### config.mk
export PLATFORM = sky130hd
export DESIGN_NAME = minimac2_rx_writer
export DESIGN_NICKNAME = d
export VERILOG_FILES = /design/src/rtl/minimac2_rx_writer_pkg.sv /design/src/rtl/minimac2_rx_writer.sv
export SDC_FILE = /design/constraint.sdc
export NUM_CORES = 1
export LEC_CHECK = 0
export BUFFER_PORTS_ARGS = -buffer_cell sky130_fd_sc_hd__buf_2
export CORE_MARGIN = 4
export CORE_UTILIZATION = 55
export CTS_BUF_LIST = sky130_fd_sc_hd__clkbuf_4 sky130_fd_sc_hd__clkbuf_8 sky130_fd_sc_hd__clkbuf_16
export CTS_CLUSTER_SIZE = 16
export DETAILED_ROUTE_END_ITERATION = 12
export PLACE_DENSITY = 0.79
export RECOVER_POWER = 100
export SLEW_MARGIN = 5
export SYNTH_ARGS = -nofsm -noshare
export SYNTH_HDL_FRONTEND = slang
export SYNTH_SLANG_ARGS = --single-unit
### constraint.sdc
create_clock -name phy_rx_clk -period 2.96 [get_ports phy_rx_clk]
set_input_delay 0.444 -clock phy_rx_clk [delete_from_list [all_inputs] [get_ports phy_rx_clk]]
set_output_delay 0.444 -clock phy_rx_clk [all_outputs]
set_load 0.01 [all_outputs]
### src/rtl/minimac2_rx_writer_pkg.sv
// Shared minimac2 RX definitions: SFD nibbles, RX state encodings and slot arbitration.
package minimac2_rx_writer_pkg;

  localparam logic [3:0] SFD_NIB0 = 4'h5;
  localparam logic [3:0] SFD_NIB1 = 4'hD;

  localparam logic [1:0] RX_IDLE = 2'd0;
  localparam logic [1:0] RX_HUNT = 2'd1;
  localparam logic [1:0] RX_RECV = 2'd2;
  localparam logic [1:0] RX_DROP = 2'd3;

  // Returns {drop, slot}; slot 0 wins ties unless it was the last slot used.
  function automatic logic [1:0] pick_slot(input logic ready0, input logic ready1,
                                           input logic last_slot);
    logic [1:0] res;
    if (ready0 && (last_slot || !ready1)) begin
      res = 2'b00;
    end else if (ready1) begin
      res = 2'b01;
    end else begin
      res = 2'b10;
    end
    return res;
  endfunction

endpackage

### src/rtl/minimac2_rx_writer.sv
// MII receive front end: finds preamble/SFD, assembles nibbles into bytes and
// writes frames into whichever of the two armed RX slot buffers is next in turn.
module minimac2_rx_writer #(
  parameter int ADR_W = 11
) (
  input  logic             phy_rx_clk,
  input  logic             sys_rst,
  input  logic [3:0]       phy_rx_data,
  input  logic             phy_dv,
  input  logic             phy_rx_er,
  input  logic             rx_ready0,
  input  logic             rx_ready1,
  output logic [7:0]       rxb0_dat,
  output logic [ADR_W-1:0] rxb0_adr,
  output logic             rxb0_we,
  output logic [7:0]       rxb1_dat,
  output logic [ADR_W-1:0] rxb1_adr,
  output logic             rxb1_we,
  output logic             rx_done0,
  output logic             rx_done1,
  output logic [ADR_W:0]   rx_count0,
  output logic [ADR_W:0]   rx_count1,
  output logic             rx_abort
);
  import minimac2_rx_writer_pkg::*;

  localparam logic [ADR_W:0] SLOT_DEPTH = {1'b1, {ADR_W{1'b0}}};

  logic [1:0]       r_state;
  logic             r_saw5;
  logic             r_slot;
  logic             r_last_slot;
  logic             r_phase;
  logic [3:0]       r_lo;
  logic [ADR_W:0]   r_idx;
  logic [7:0]       r_rxb0_dat;
  logic [ADR_W-1:0] r_rxb0_adr;
  logic             r_rxb0_we;
  logic [7:0]       r_rxb1_dat;
  logic [ADR_W-1:0] r_rxb1_adr;
  logic             r_rxb1_we;
  logic             r_done0;
  logic             r_done1;
  logic [ADR_W:0]   r_count0;
  logic [ADR_W:0]   r_count1;
  logic             r_abort;
  logic [1:0]       w_pick;

  assign w_pick = pick_slot(rx_ready0, rx_ready1, r_last_slot);

  // Receive state machine, nibble assembler and registered slot write port.
  always_ff @(posedge phy_rx_clk or negedge sys_rst) begin
    if (!sys_rst) begin
      r_state     <= RX_IDLE;
      r_saw5      <= 1'b0;
      r_slot      <= 1'b0;
      r_last_slot <= 1'b1;
      r_phase     <= 1'b0;
      r_lo        <= 4'h0;
      r_idx       <= '0;
      r_rxb0_dat  <= 8'h00;
      r_rxb0_adr  <= '0;
      r_rxb0_we   <= 1'b0;
      r_rxb1_dat  <= 8'h00;
      r_rxb1_adr  <= '0;
      r_rxb1_we   <= 1'b0;
      r_done0     <= 1'b0;
      r_done1     <= 1'b0;
      r_count0    <= '0;
      r_count1    <= '0;
      r_abort     <= 1'b0;
    end else begin
      r_rxb0_we <= 1'b0;
      r_rxb1_we <= 1'b0;
      r_done0   <= 1'b0;
      r_done1   <= 1'b0;
      r_abort   <= 1'b0;
      case (r_state)
        RX_IDLE: begin
          if (phy_dv) begin
            r_state <= RX_HUNT;
            r_saw5  <= (phy_rx_data == SFD_NIB0);
          end
        end
        RX_HUNT: begin
          if (!phy_dv) begin
            r_state <= RX_IDLE;
          end else if (r_saw5 && (phy_rx_data == SFD_NIB1)) begin
            r_phase <= 1'b0;
            r_idx   <= '0;
            r_slot  <= w_pick[0];
            if (w_pick[1]) begin
              r_state <= RX_DROP;
              r_abort <= 1'b1;
            end else begin
              r_state <= RX_RECV;
            end
          end else begin
            r_saw5 <= (phy_rx_data == SFD_NIB0);
          end
        end
        RX_RECV: begin
          if (!phy_dv) begin
            // A dangling low nibble is simply never committed.
            r_state <= RX_IDLE;
            if (r_idx == '0) begin
              r_abort <= 1'b1;
            end else begin
              r_last_slot <= r_slot;
              if (r_slot) begin
                r_done1  <= 1'b1;
                r_count1 <= r_idx;
              end else begin
                r_done0  <= 1'b1;
                r_count0 <= r_idx;
              end
            end
          end else if (phy_rx_er) begin
            r_state <= RX_DROP;
            r_abort <= 1'b1;
          end else if (!r_phase) begin
            r_lo    <= phy_rx_data;
            r_phase <= 1'b1;
          end else if (r_idx == SLOT_DEPTH) begin
            r_state <= RX_DROP;
            r_abort <= 1'b1;
          end else begin
            r_phase <= 1'b0;
            r_idx   <= r_idx + {{ADR_W{1'b0}}, 1'b1};
            if (r_slot) begin
              r_rxb1_we  <= 1'b1;
              r_rxb1_dat <= {phy_rx_data, r_lo};
              r_rxb1_adr <= r_idx[ADR_W-1:0];
            end else begin
              r_rxb0_we  <= 1'b1;
              r_rxb0_dat <= {phy_rx_data, r_lo};
              r_rxb0_adr <= r_idx[ADR_W-1:0];
            end
          end
        end
        RX_DROP: begin
          if (!phy_dv) begin
            r_state <= RX_IDLE;
          end
        end
        default: begin
          r_state <= RX_IDLE;
        end
      endcase
    end
  end

  assign rxb0_dat  = r_rxb0_dat;
  assign rxb0_adr  = r_rxb0_adr;
  assign rxb0_we   = r_rxb0_we;
  assign rxb1_dat  = r_rxb1_dat;
  assign rxb1_adr  = r_rxb1_adr;
  assign rxb1_we   = r_rxb1_we;
  assign rx_done0  = r_done0;
  assign rx_done1  = r_done1;
  assign rx_count0 = r_count0;
  assign rx_count1 = r_count1;
  assign rx_abort  = r_abort;

endmodule

==> flow_summary.ini <==
[status]
outcome = finished clean

[clocking]
clk_path_buf_depth = 2
insertion_delay_ns = 0.35
cts_sinks = 89
clk_pin_slew_worst_paths_ns = 0.09
cts_made_buffers = 9
holdBufCountCts = 0
cts_resized = 0
post_cts_buffers = 0
htreeDepth = 3
cts_root_buf = clkbuf_8
tritoncts = done

[final_layout]
final-instance-count-excl-fill = 480
layout-drive-gt1-share = 0.206
areaGrowthSynthToFinish_pct = 11.8
nFillCells = 607
final_util = 0.644
antenna_cells = 0
final_nets = 396

[synthesis]
synth.most_common_cell = dfrtp_1
ys_async_sr_fraction = 1.00
yosys_warnings = 0
syn_area_mm2 = 0.00398
ys_seq_area_frac = 0.560
ys.flop_type = dfrtp_1
netlist_instances = 304
synth_common_cells = dfrtp_1, mux2_2, mux2_4
synth_edf_count = 0
synth-seq-cells = 89
syn-num-nets = 320
postSynthAreaPerCell_um2 = 13.1
synth_top_area_frac = 0.553
synth.distinct_cells = 52
yosysTopAreaCell = dfrtp_1
synthTopCellsByArea = dfrtp_1, mux2_2, mux2_4

[placement]
dp_slack_ns = 0.588
place_hpwl_mm = 6.17
place_inst = 465
io_buffers = 76
gp_congestion = 0.873

[timing]
hold_viol = 0
period_share = 0.873
finalSetupViolations = 0
maxSlewViolCount = 0
holdWs_ns = 0.307
rsz0062_at_grt = false
maxSlewHeadroom = 0.166
finClkSkew_ns = 0.0147
tightest_slew_ns = 1.25
max_freq_ghz = 0.387
layout_setup_ws_ns = 0.376
tns_ns = 0
fin_crit_ns = 2.58

[worst_setup_path]
critPathSlowestCell = dfrtp_1
worst_path_largest_cell_delay_ns = 0.47
crit_type = flop to flop
path_cells = inv_1, ha_1, nor4b_1, a41o_1, or3_1, clkbuf_1, mux2_2
cp-start-kind = flop
path_max_fanout = 9
reg2reg_depth = 7
cp.arrival_ns = 2.81
reg2reg_slack_ns = 0.38
r2r_end = rxb1_dat[3]
crit_required_ns = 3.19
cp-end-kind = flop
rr_startpoint = r_idx[1]

[detailed_routing]
drt_iter0_drc = 125
drcViolationCount = 0
drtPass1Iterations = 4
vias_per_cell = 5.59
post_drt_wl_per_cell_um = 17.6
num_vias = 2682
ant_nets = 0
drt-total-wl_mm = 8.45

[global_routing]
first_global_vias = 2747
grt_pass1_wl_mm = 14.1
antenna_found_initial = 0
grt_max_degree = 51
grt_use_total = 0.206
grt_remaining_overflow = 0

[floorplanning]
core_area_mm2 = 0.00691
ios = 77
start_util = 0.576
die_w_um = 93.1
die_h_um = 93.1
dieArea_mm2 = 0.00866
rows = 30

[power_and_ir_drop]
peakVddDrop_uv = 308
power.density_mw_per_mm2 = 697
leakagePower_nw = 2.19

[hold_path]
hp-class = primary input to async pin

[job]
maxCapViolCount = 0
-- how the worst max path moves through the flow --
stage / startpoint / to / slack, ns / cells after the start
final: r_idx[1] / rxb1_dat[3] / 0.38 / 7
after global routing: r_idx[4] / rxb1_dat[3] / 0.19 / 5
after CTS: r_idx[1] / rxb1_adr[8] / 0.55 / 7
after detailed placement: r_idx[4] / rx_count1[1] / 0.59 / 6
after global placement: r_idx[4] / rx_count1[1] / 0.63 / 6
after floorplan: r_idx[0] / rx_count1[10] / 0.78 / 8
-- critical path: cells and delay by family, from the launching register on --
kind	cells	cell delay, ns
adders and majority gates	1	0.17
DFF	1	0.47
buffers and inverters	2	0.47
muxes	1	0.38
AOI/OAI and AO/OA	1	0.29
and+or+nand+nor	2	0.69
-- flip-flops by register name, summed over array words and instances, names as in the netlist --
signal / flops
r_phase: 1
rx_count1: 12
rx_done1: 1
rxb1_dat: 8
rxb0_we: 1
r_lo: 4
rx_done0: 1
r_saw5: 1
rxb1_we: 1
rx_count0: 12
rxb0_adr: 11
r_slot: 1
r_idx: 12
rxb0_dat: 8
r_state: 2
rxb1_adr: 11
r_last_slot: 1
rx_abort: 1
-- per-stage QoR --
stage | power [mW] | instance area (um2)
after floorplan | 2.01 | 3980
after global placement | 2.24 | 4410
after detailed placement | 2.27 | 4410
after CTS | 3.18 | 4640
after global routing | 3.27 | 4450
final | 3.10 | 4450
-- power breakdown --
group | switching [mW] | total [mW] | leakage [nW] | internal, mW
clock | 0.406 | 0.913 | 0.113 | 0.507
combinational | 0.393 | 0.667 | 0.853 | 0.273
sequential | 0.149 | 1.52 | 1.22 | 1.37
-- kinds of logic (layout without fill, tap and decap cells) --
| family | after synthesis | count (layout) | synth area share |
|---|---|---|---|
| buf+inv | 34 | 114 | 0.0487 |
| mux | 66 | 66 | 0.202 |
| compound gates | 35 | 35 | 0.0644 |
| flops | 89 | 89 | 0.560 |
| simple gates | 74 | 74 | 0.106 |
| fa+ha+maj | 6 | 6 | 0.0189 |
-- per-layer routing --
layer	up-vias	wire, um	part of all wire	track usage
met5	-	0	0	0
met4	0	97	0.011	0.0562
met3	17	665	0.079	0.0692
met2	90	4070	0.48	0.327
met1	1344	3620	0.43	0.273
li1	1231	-	-	-
-- cell type report --
cell class / instances / area, um2 / area share
Sequential cell: 89 / 2230 / 0.501
Multi-Input combinational cell: 181 / 1490 / 0.334
Timing Repair Buffer: 85 / 338 / 0.0759
Clock buffer: 11 / 145 / 0.0326
Tap cell: 96 / 120 / 0.0270
Clock inverter: 4 / 77.6 / 0.0174
Inverter: 14 / 52.6 / 0.0118
-- cells in the final DEF (no fill, tap or decap), types with 2 or more instances in the layout --
cell       instances
a21oi_1            5
or3b_1             2
clkbuf_1          74
nor2_1             6
nor4_1             3
a211oi_1           2
a221o_1            2
o41ai_1            2
nand3_1           11
bufinv_16          2
mux2_1            18
inv_1             14
or3_1              4
buf_4              2
buf_2              8
nor3_1             5
nor2b_1            2
a21boi_0           3
clkinv_4           2
mux2i_1            3
nand4_1            5
o21ai_0           10
and3_1             6
mux2_2            45
o211ai_1           2
dfrtp_1           88
nand2_1           15
clkbuf_8          10
ha_1               6
nand3b_1           3
a22o_1             2
a31oi_1            2
No activity file was read; power rests on OpenSTA's default activity.
